File: src/rtl/nibble_serial_subtractor.sv
// Nibble-serial subtractor: D = A - B, one 4-bit slice per clock, LSB slice first.
// Optional signed-overflow flag when SUB_OVERFLOW_EN is defined.
module nibble_serial_subtractor #(
    parameter int WIDTH = 16
) (
    input  logic             Clk,
    input  logic             Reset_n,
    input  logic             Start,
    input  logic [WIDTH-1:0] A,
    input  logic [WIDTH-1:0] B,
    output logic             Busy,
    output logic             Done,
    output logic [WIDTH-1:0] D,
`ifdef SUB_OVERFLOW_EN
    output logic             Overflow,
`endif
    output logic             Borrow_out
);

    localparam int N  = WIDTH / 4;
    localparam int KW = (N > 1) ? $clog2(N) : 1;
    localparam logic [KW-1:0] KLAST = KW'(N - 1);

    typedef enum logic [1:0] {
        IDLE = 2'd0,
        RUN  = 2'd1,
        FIN  = 2'd2
    } state_t;

    state_t           state_q, state_d;
    logic [WIDTH-1:0] a_q, a_d;
    logic [WIDTH-1:0] b_q, b_d;
    logic [WIDTH-1:0] part_q, part_d;
    logic [WIDTH-1:0] d_q, d_d;
    logic [KW-1:0]    k_q, k_d;
    logic             carry_q, carry_d;
    logic             bor_q, bor_d;
    logic             ovf_q, ovf_d;

    logic [3:0]       a_sl, b_sl;
    logic [4:0]       sum;
    logic [WIDTH-1:0] merged;

    always_ff @(posedge Clk) begin
        if (!Reset_n) begin
            state_q <= IDLE;
            a_q     <= '0;
            b_q     <= '0;
            part_q  <= '0;
            d_q     <= '0;
            k_q     <= '0;
            carry_q <= 1'b0;
            bor_q   <= 1'b0;
            ovf_q   <= 1'b0;
        end else begin
            state_q <= state_d;
            a_q     <= a_d;
            b_q     <= b_d;
            part_q  <= part_d;
            d_q     <= d_d;
            k_q     <= k_d;
            carry_q <= carry_d;
            bor_q   <= bor_d;
            ovf_q   <= ovf_d;
        end
    end

    always_comb begin
        state_d = state_q;
        a_d     = a_q;
        b_d     = b_q;
        part_d  = part_q;
        d_d     = d_q;
        k_d     = k_q;
        carry_d = carry_q;
        bor_d   = bor_q;
        ovf_d   = ovf_q;
        a_sl    = a_q[4*k_q +: 4];
        b_sl    = b_q[4*k_q +: 4];
        // A + ~B + carry, carry seeded with 1 for two's complement
        sum     = {1'b0, a_sl} + {1'b0, ~b_sl} + {4'b0, carry_q};
        merged  = part_q;
        merged[4*k_q +: 4] = sum[3:0];
        unique case (state_q)
            IDLE: begin
                if (Start) begin
                    a_d     = A;
                    b_d     = B;
                    carry_d = 1'b1;
                    k_d     = '0;
                    state_d = RUN;
                end
            end
            RUN: begin
                part_d  = merged;
                carry_d = sum[4];
                if (k_q == KLAST) begin
                    state_d = FIN;
                    d_d     = merged;
                    bor_d   = ~sum[4];
                    ovf_d   = (a_q[WIDTH-1] != b_q[WIDTH-1])
                            && (merged[WIDTH-1] != a_q[WIDTH-1]);
                end else begin
                    k_d = k_q + 1'b1;
                end
            end
            FIN: state_d = IDLE;
            default: state_d = IDLE;
        endcase
    end

    assign Busy       = (state_q == RUN);
    assign Done       = (state_q == FIN);
    assign D          = d_q;
    assign Borrow_out = bor_q;

`ifdef SUB_OVERFLOW_EN
    assign Overflow = ovf_q;
`else
    logic unused_ovf;
    assign unused_ovf = ovf_q;
`endif

endmodule
File: config.mk
export PLATFORM = sky130hd
export DESIGN_NAME = nibble_serial_subtractor
export DESIGN_NICKNAME = d
export VERILOG_FILES = /design/src/rtl/nibble_serial_subtractor.sv
export SDC_FILE = /design/constraint.sdc
export NUM_CORES = 1
export LEC_CHECK = 0
export ABC_AREA = 1
export BUFFER_PORTS_ARGS = -buffer_cell sky130_fd_sc_hd__buf_2
export CORE_MARGIN = 3
export CORE_UTILIZATION = 43
export DETAILED_ROUTE_END_ITERATION = 8
export HOLD_SLACK_MARGIN = 0.08
export PLACE_DENSITY = 0.62
export SLEW_MARGIN = 0
export SYNTH_ARGS = -nofsm -noshare
export SYNTH_HDL_FRONTEND = slang
export SYNTH_SLANG_ARGS = --single-unit
File: constraint.sdc
create_clock -name Clk -period 5.05 [get_ports Clk]
set_clock_uncertainty 0.05 [all_clocks]
set_input_delay 1.01 -clock Clk [delete_from_list [all_inputs] [get_ports Clk]]
set_output_delay 1.01 -clock Clk [all_outputs]
set_load 0.01 [all_outputs]
## Yosys cells after proc, flatten, opt, wreduce, memory -nomap -nowiden

Cells that the tools add are included.

- Register bits: 70
- Latch bits: 0
- RAM bits: 0
- ROM bits: 0
- Bits of input ports: 35
- Output and inout port bits: 19
- Logic and storage cells: 40
- Memories: 0

- Add/subtract/negate cells: 4
- $mul: 0
- Div/mod/pow operators: 0
- Order comparisons: 0
- Eq/ne operators: 6
- Shift operators: 4
- Muxes and demuxes: 9
- Bitwise gates (word level): 2
- Reduce and logical (&&, ||, !) cells: 7

Operators by type and width:

| operator | count |
|---|---|
| 4-bit negation with 34-bit output | 1 |
| 4-bit by 34-bit variable shift with 16-bit output, first input constant | 1 |
| 4-bit by 34-bit variable part select with 16-bit output | 1 |
| 16-bit by 5-bit variable part select with 4-bit output | 2 |
| 16-bit bitwise mux | 1 |
| 2-bit two-way mux | 4 |
| 2-bit case mux with 2 select lines | 2 |
| 2-bit AND reduction | 4 |
| 4-bit by 4-bit adder with 5-bit output | 1 |
| 5-bit by 1-bit adder with 5-bit output | 1 |
| 2-bit == test, second input constant | 2 |
| 2-bit != test, second input constant | 2 |
| 4-bit NOT | 1 |
| 3-bit AND reduction | 1 |
| 2-bit by 1-bit adder with 2-bit output, second input constant | 1 |
| 2-bit by 1-bit == test with 1-bit output, second input constant | 1 |
| 2-bit logical NOT | 1 |
| 2-bit by 1-bit != test with 1-bit output, second input constant | 1 |
| 1-bit case mux with 2 select lines | 1 |
| 2-bit nonzero test | 1 |
| 1-bit two-way mux | 1 |
| 1-bit NOT | 1 |

## Logic depth before layout (Yosys ltp)

- Word-level depth: 6
- Gate-level depth with buffers: 15

## Least setup slack after synthesis

OpenSTA, ideal clock, no wires.

- Path type: reg-to-reg
- Start point: register k_q[0]
- End point: register part_q[6]
- Data arrival time: 2.350 ns
- Required time: 4.885 ns
- Slack: 2.534 ns
- Cell stages (with the launch flop): 16
- Period minus slack after synthesis: 2.516 ns
- Path through: dfxtp_1 inv_1 buf_2 buf_4 o21ai_0 o22ai_1 fa_1 fa_1 inv_1 nand2_1 nand2_1 nor2_1 nand2_1 o22ai_1 o21ai_0 inv_1

- Word-level cells in the longest chain between the ends: 6
- Elaborated cells on any way between the ends: 9

Ends and longest elaborated chain:

| element | RTL line | source |
|---|---|---|
| from (decl) | 35 | `logic [KW-1:0] k_q, k_d;` |
| from (signal assigned) | 61 | `k_q <= k_d;` |
| 16-bit by 5-bit variable part select with 4-bit output | 79 | `b_sl = b_q[4*k_q +: 4];` |
| 4-bit NOT | 81 | `sum = {1'b0, a_sl} + {1'b0, ~b_sl} + {4'b0, carry_q};` |
| 4-bit by 4-bit adder with 5-bit output | 81 |  |
| 5-bit by 1-bit adder with 5-bit output | 81 |  |
| 4-bit by 34-bit variable part select with 16-bit output | 83 | `merged[4*k_q +: 4] = sum[3:0];` |
| 16-bit bitwise mux * | 83 |  |
| to (signal assigned) | 59 | `part_q <= part_d;` |
| to (decl) | 33 | `logic [WIDTH-1:0] part_q, part_d;` |

Mark *: on every way between the ends. The rest lies on a longest branch, timed or not.
A chain may end at the register's enable or synchronous reset.

## Worst setup path in the final report

Same ends and word-level chain as after synthesis.

==> impl_metrics.py <==
metrics = {
    "cells_and_area": {
        "num_antenna_cells": 0,
        "nNetsFinal": 533,
        "design_area_um2": 3700,
        "syn2layout_area_growth_pct": 13.51,
        "fin_cells": 591,
        "regArea_um2": 1401,
        "fill_cells": 803,
        "multi_input_area_um2": 1459,
        "drive_gt1_share_pct": 15.45,
    },
    "cts": {
        "post_cts_resized": 0,
        "clkSinkCount": 70,
        "clk_latency_ns": 0.34,
        "ctsHoldBuffers": 0,
        "h-tree-depth": 3,
        "cts_buffer_depth": 2,
        "cts_tree": "built",
        "root_buffer": "clkbuf_8",
        "cts_setup_buffers": 0,
        "path_clk_slew_ns": 0.07,
        "cts_buffers": 9,
    },
    "logic_synthesis": {
        "syn_area_per_cell_um2": 7.308,
        "netlist_area_um2": 3259,
        "yosys_register_bits": 70,
        "synth-seq-area-share_pct": 42.99,
        "ys_types": 27,
        "yosysWarnings": 0,
        "syn-instance-count": 446,
        "synth_nets": 492,
    },
    "placed_design": {
        "port_buffers": 53,
        "dp.cells": 575,
        "place_area_um2": 3518,
        "dp_hpwl_um": 4926,
        "gp_congestion": 0.7408,
        "dpl_worst_slack_ns": 1.826,
    },
    "sta": {
        "hold_violations": 0,
        "finalSetupViolCount": 0,
        "rsz0062_at_grt": "no",
        "slew_headroom_pct": 35.20,
        "setup_tns_ns": 0,
        "fmax_mhz": 343.6,
        "report.final.slew_viol_count": 0,
        "worst_pin_slew_ns": 0.9710,
        "setup_slack_ns": 2.139,
        "finalCriticalPeriod_ns": 2.911,
        "finalCritPeriodShare_pct": 57.64,
    },
    "pwr": {
        "power_mw": 1.264,
        "vdd_ir_drop_max_uv": 155.7,
        "cellLeakagePower_nw": 1.874,
        "p_clk_share_pct": 34.0,
        "seqPwrFrac_pct": 47.9,
        "swShare_pct": 28.96,
        "power.switching_uw": 366.0,
        "internal_power_uw": 897.8,
        "comb_power_share_pct": 18.1,
        "p_per_area_nw_per_um2": 341.6,
    },
    "floorplanning": {
        "die_height_um": 93.06,
        "coreArea_um2": 7292,
        "start_util_pct": 44.70,
        "die_w_um": 93.06,
        "dieArea_um2": 8660,
        "row_count": 31,
        "io_pins": 54,
    },
    "grt": {
        "antenna_found_initial": 0,
        "grt_pass1_vias": 2726,
        "overflow": 0,
        "grt_max_degree": 52,
        "grt_pass1_wl_um": 12040,
        "grt.total_usage_pct": 17.31,
    },
    "min_path": {
        "hold_depth": 2,
        "holdCritPathClass": "register to register",
        "min-delay-start": "b_q[8]",
        "hold_end": "b_q[8]",
    },
    "route": {
        "drc": 0,
        "viasPerCell": 4.876,
        "first_pass_iters": 4,
        "drt_wl_total_um": 6973,
        "dr_total_vias": 2882,
        "drt_iter0_drc": 118,
        "wire_per_inst_um": 11.80,
        "ant_nets": 0,
    },
    "setup_path": {
        "cp.required_ns": 5.24,
        "crit_path_start_kind": "register",
        "end_kind": "register",
        "r2r_start": "k_q[0]",
        "ff2ff_setup_slack_ns": 2.14,
        "worstRegToRegCells": 13,
        "criticalPathCategory": "register to register",
        "crit_arrival_ns": 3.10,
        "rr_endpoint": "part_q[6]",
        "crit_path_max_fanout": 23,
    },
    "run": {
        "cap_violations": 0,
    },
    "run_status": {
        "status": "complete, no violations",
    },
}
[synthesized netlist by cell type]
cell type | number | area [um^2]
a21oi_1 | 24 | 120.1
a31oi_1 | 1 | 6.260
a32o_1 | 3 | 30.03
a32oi_1 | 2 | 17.52
buf_2 | 5 | 25.02
buf_4 | 5 | 37.54
buf_6 | 3 | 33.78
clkbuf_1 | 11 | 41.29
dfxtp_1 | 70 | 1401
fa_1 | 2 | 40.04
ha_1 | 9 | 112.6
inv_1 | 67 | 251.5
inv_2 | 1 | 3.750
inv_4 | 1 | 6.260
nand2_1 | 42 | 157.7
nand2_2 | 1 | 6.260
nand2_4 | 1 | 11.26
nand3_1 | 11 | 55.05
nand4_1 | 2 | 12.51
nor2_1 | 85 | 319.1
o21a_1 | 12 | 90.09
o21ai_0 | 66 | 330.3
o21ai_1 | 1 | 5.000
o21ai_2 | 3 | 26.28
o21bai_1 | 5 | 37.54
o22ai_1 | 12 | 75.07
or2_2 | 1 | 6.260
[power groups by stage]
stage / Clock [mW] / Combinational (mW) / Sequential, mW
after global routing: 0.462 / 0.267 / 0.610
after detailed placement: 0 / 0.231 / 0.619
after CTS: 0.441 / 0.232 / 0.606
final: 0.429 / 0.229 / 0.606
after floorplan: 0 / 0.175 / 0.614
after global placement: 0 / 0.227 / 0.617
[cells by family after synthesis]
logic type      Yosys count  share of synthesized area [%]
simple gates            143                          17.43
compound gates          129                          22.65
buf+inv                  93                          12.25
flops                    70                          42.99
fa+ha+maj                11                          4.683
[how the worst max path moves through the flow]
stage | start | endpoint | slack, ns | depth (start not counted)
after floorplan | k_q[0] | part_q[6] | 2.53 | 15
after global placement | Start | k_q[0] | 1.98 | 6
after detailed placement | Start | k_q[0] | 1.83 | 6
after CTS | k_q[0] | part_q[6] | 2.13 | 12
after global routing | k_q[0] | part_q[14] | 1.83 | 12
final | k_q[0] | part_q[6] | 2.14 | 13
[routing by layer]
| metal | vias up | global-route usage [%] | routed length, um |
|---|---|---|---|
| li1 | 1510 | - | - |
| met1 | 1302 | 21.50 | 3259 |
| met2 | 60 | 28.85 | 3269 |
| met3 | 10 | 4.103 | 333 |
| met4 | 0 | 6.960 | 110 |
| met5 | - | 0 | 0 |
[layout make-up]
cell class	count	share of cell area (%)
clock inverter	5	1.353
timing repair buffer	54	7.372
sequential	70	37.88
inverter	69	7.068
tap	99	3.348
clock buffer	11	3.551
multi-input combinational	283	39.43
[state kept, by name, indices dropped and copies added, names as in the netlist]
register    cells
a_q            16
Borrow_out      1
k_q             2
state_q         2
carry_q         1
part_q         16
b_q            16
D              16
[stage by stage]
| stage | util [%] | hold WS, ns |
|---|---|---|
| after detailed placement | 48.25 | 0.4233 |
| after CTS | 50.74 | 0.4403 |
| final | 50.74 | 0.4356 |
| after global routing | 50.74 | 0.4545 |
| after global placement | 48.25 | 0.4148 |
| after floorplan | - | 0.3995 |
[layout by cell type, fill, tap and decap left out]
| cell type | Yosys | routed |
|---|---|---|
| nand2_4 | 1 | 1 |
| a31oi_1 | 1 | 1 |
| or2_2 | 1 | 1 |
| a32oi_1 | 2 | 2 |
| o21ai_1 | 1 | 1 |
| inv_2 | 1 | 1 |
| nand4_1 | 2 | 2 |
| o21bai_1 | 5 | 5 |
| o21ai_2 | 3 | 3 |
| o22ai_1 | 12 | 12 |
| clkbuf_8 | 0 | 9 |
| clkinv_2 | 0 | 4 |
| inv_1 | 67 | 67 |
| dfxtp_1 | 70 | 70 |
| fa_1 | 2 | 2 |
| a32o_1 | 3 | 3 |
| nand2_2 | 1 | 1 |
| nor2_1 | 85 | 85 |
| inv_4 | 1 | 1 |
| a21oi_1 | 24 | 24 |
| ha_1 | 9 | 9 |
| bufinv_16 | 0 | 1 |
| buf_2 | 5 | 53 |
| o21ai_0 | 66 | 66 |
| nand2_1 | 42 | 42 |
| nand3_1 | 11 | 11 |
| o21a_1 | 12 | 12 |
| clkbuf_1 | 11 | 2 |
| buf_4 | 5 | 1 |
[worst max-delay path: stages (launching register included)]
cell and delay (ns):
dfxtp_1 0.31, inv_1 0.50, nand2_1 0.10, a32o_1 0.27
fa_1 0.44, fa_1 0.41, inv_1 0.09, nand2_1 0.05
nand2_1 0.09, nor2_1 0.06, nand2_1 0.11, o22ai_1 0.10
o21ai_0 0.17, inv_1 0.05
(Power assumes the default switching activity.)
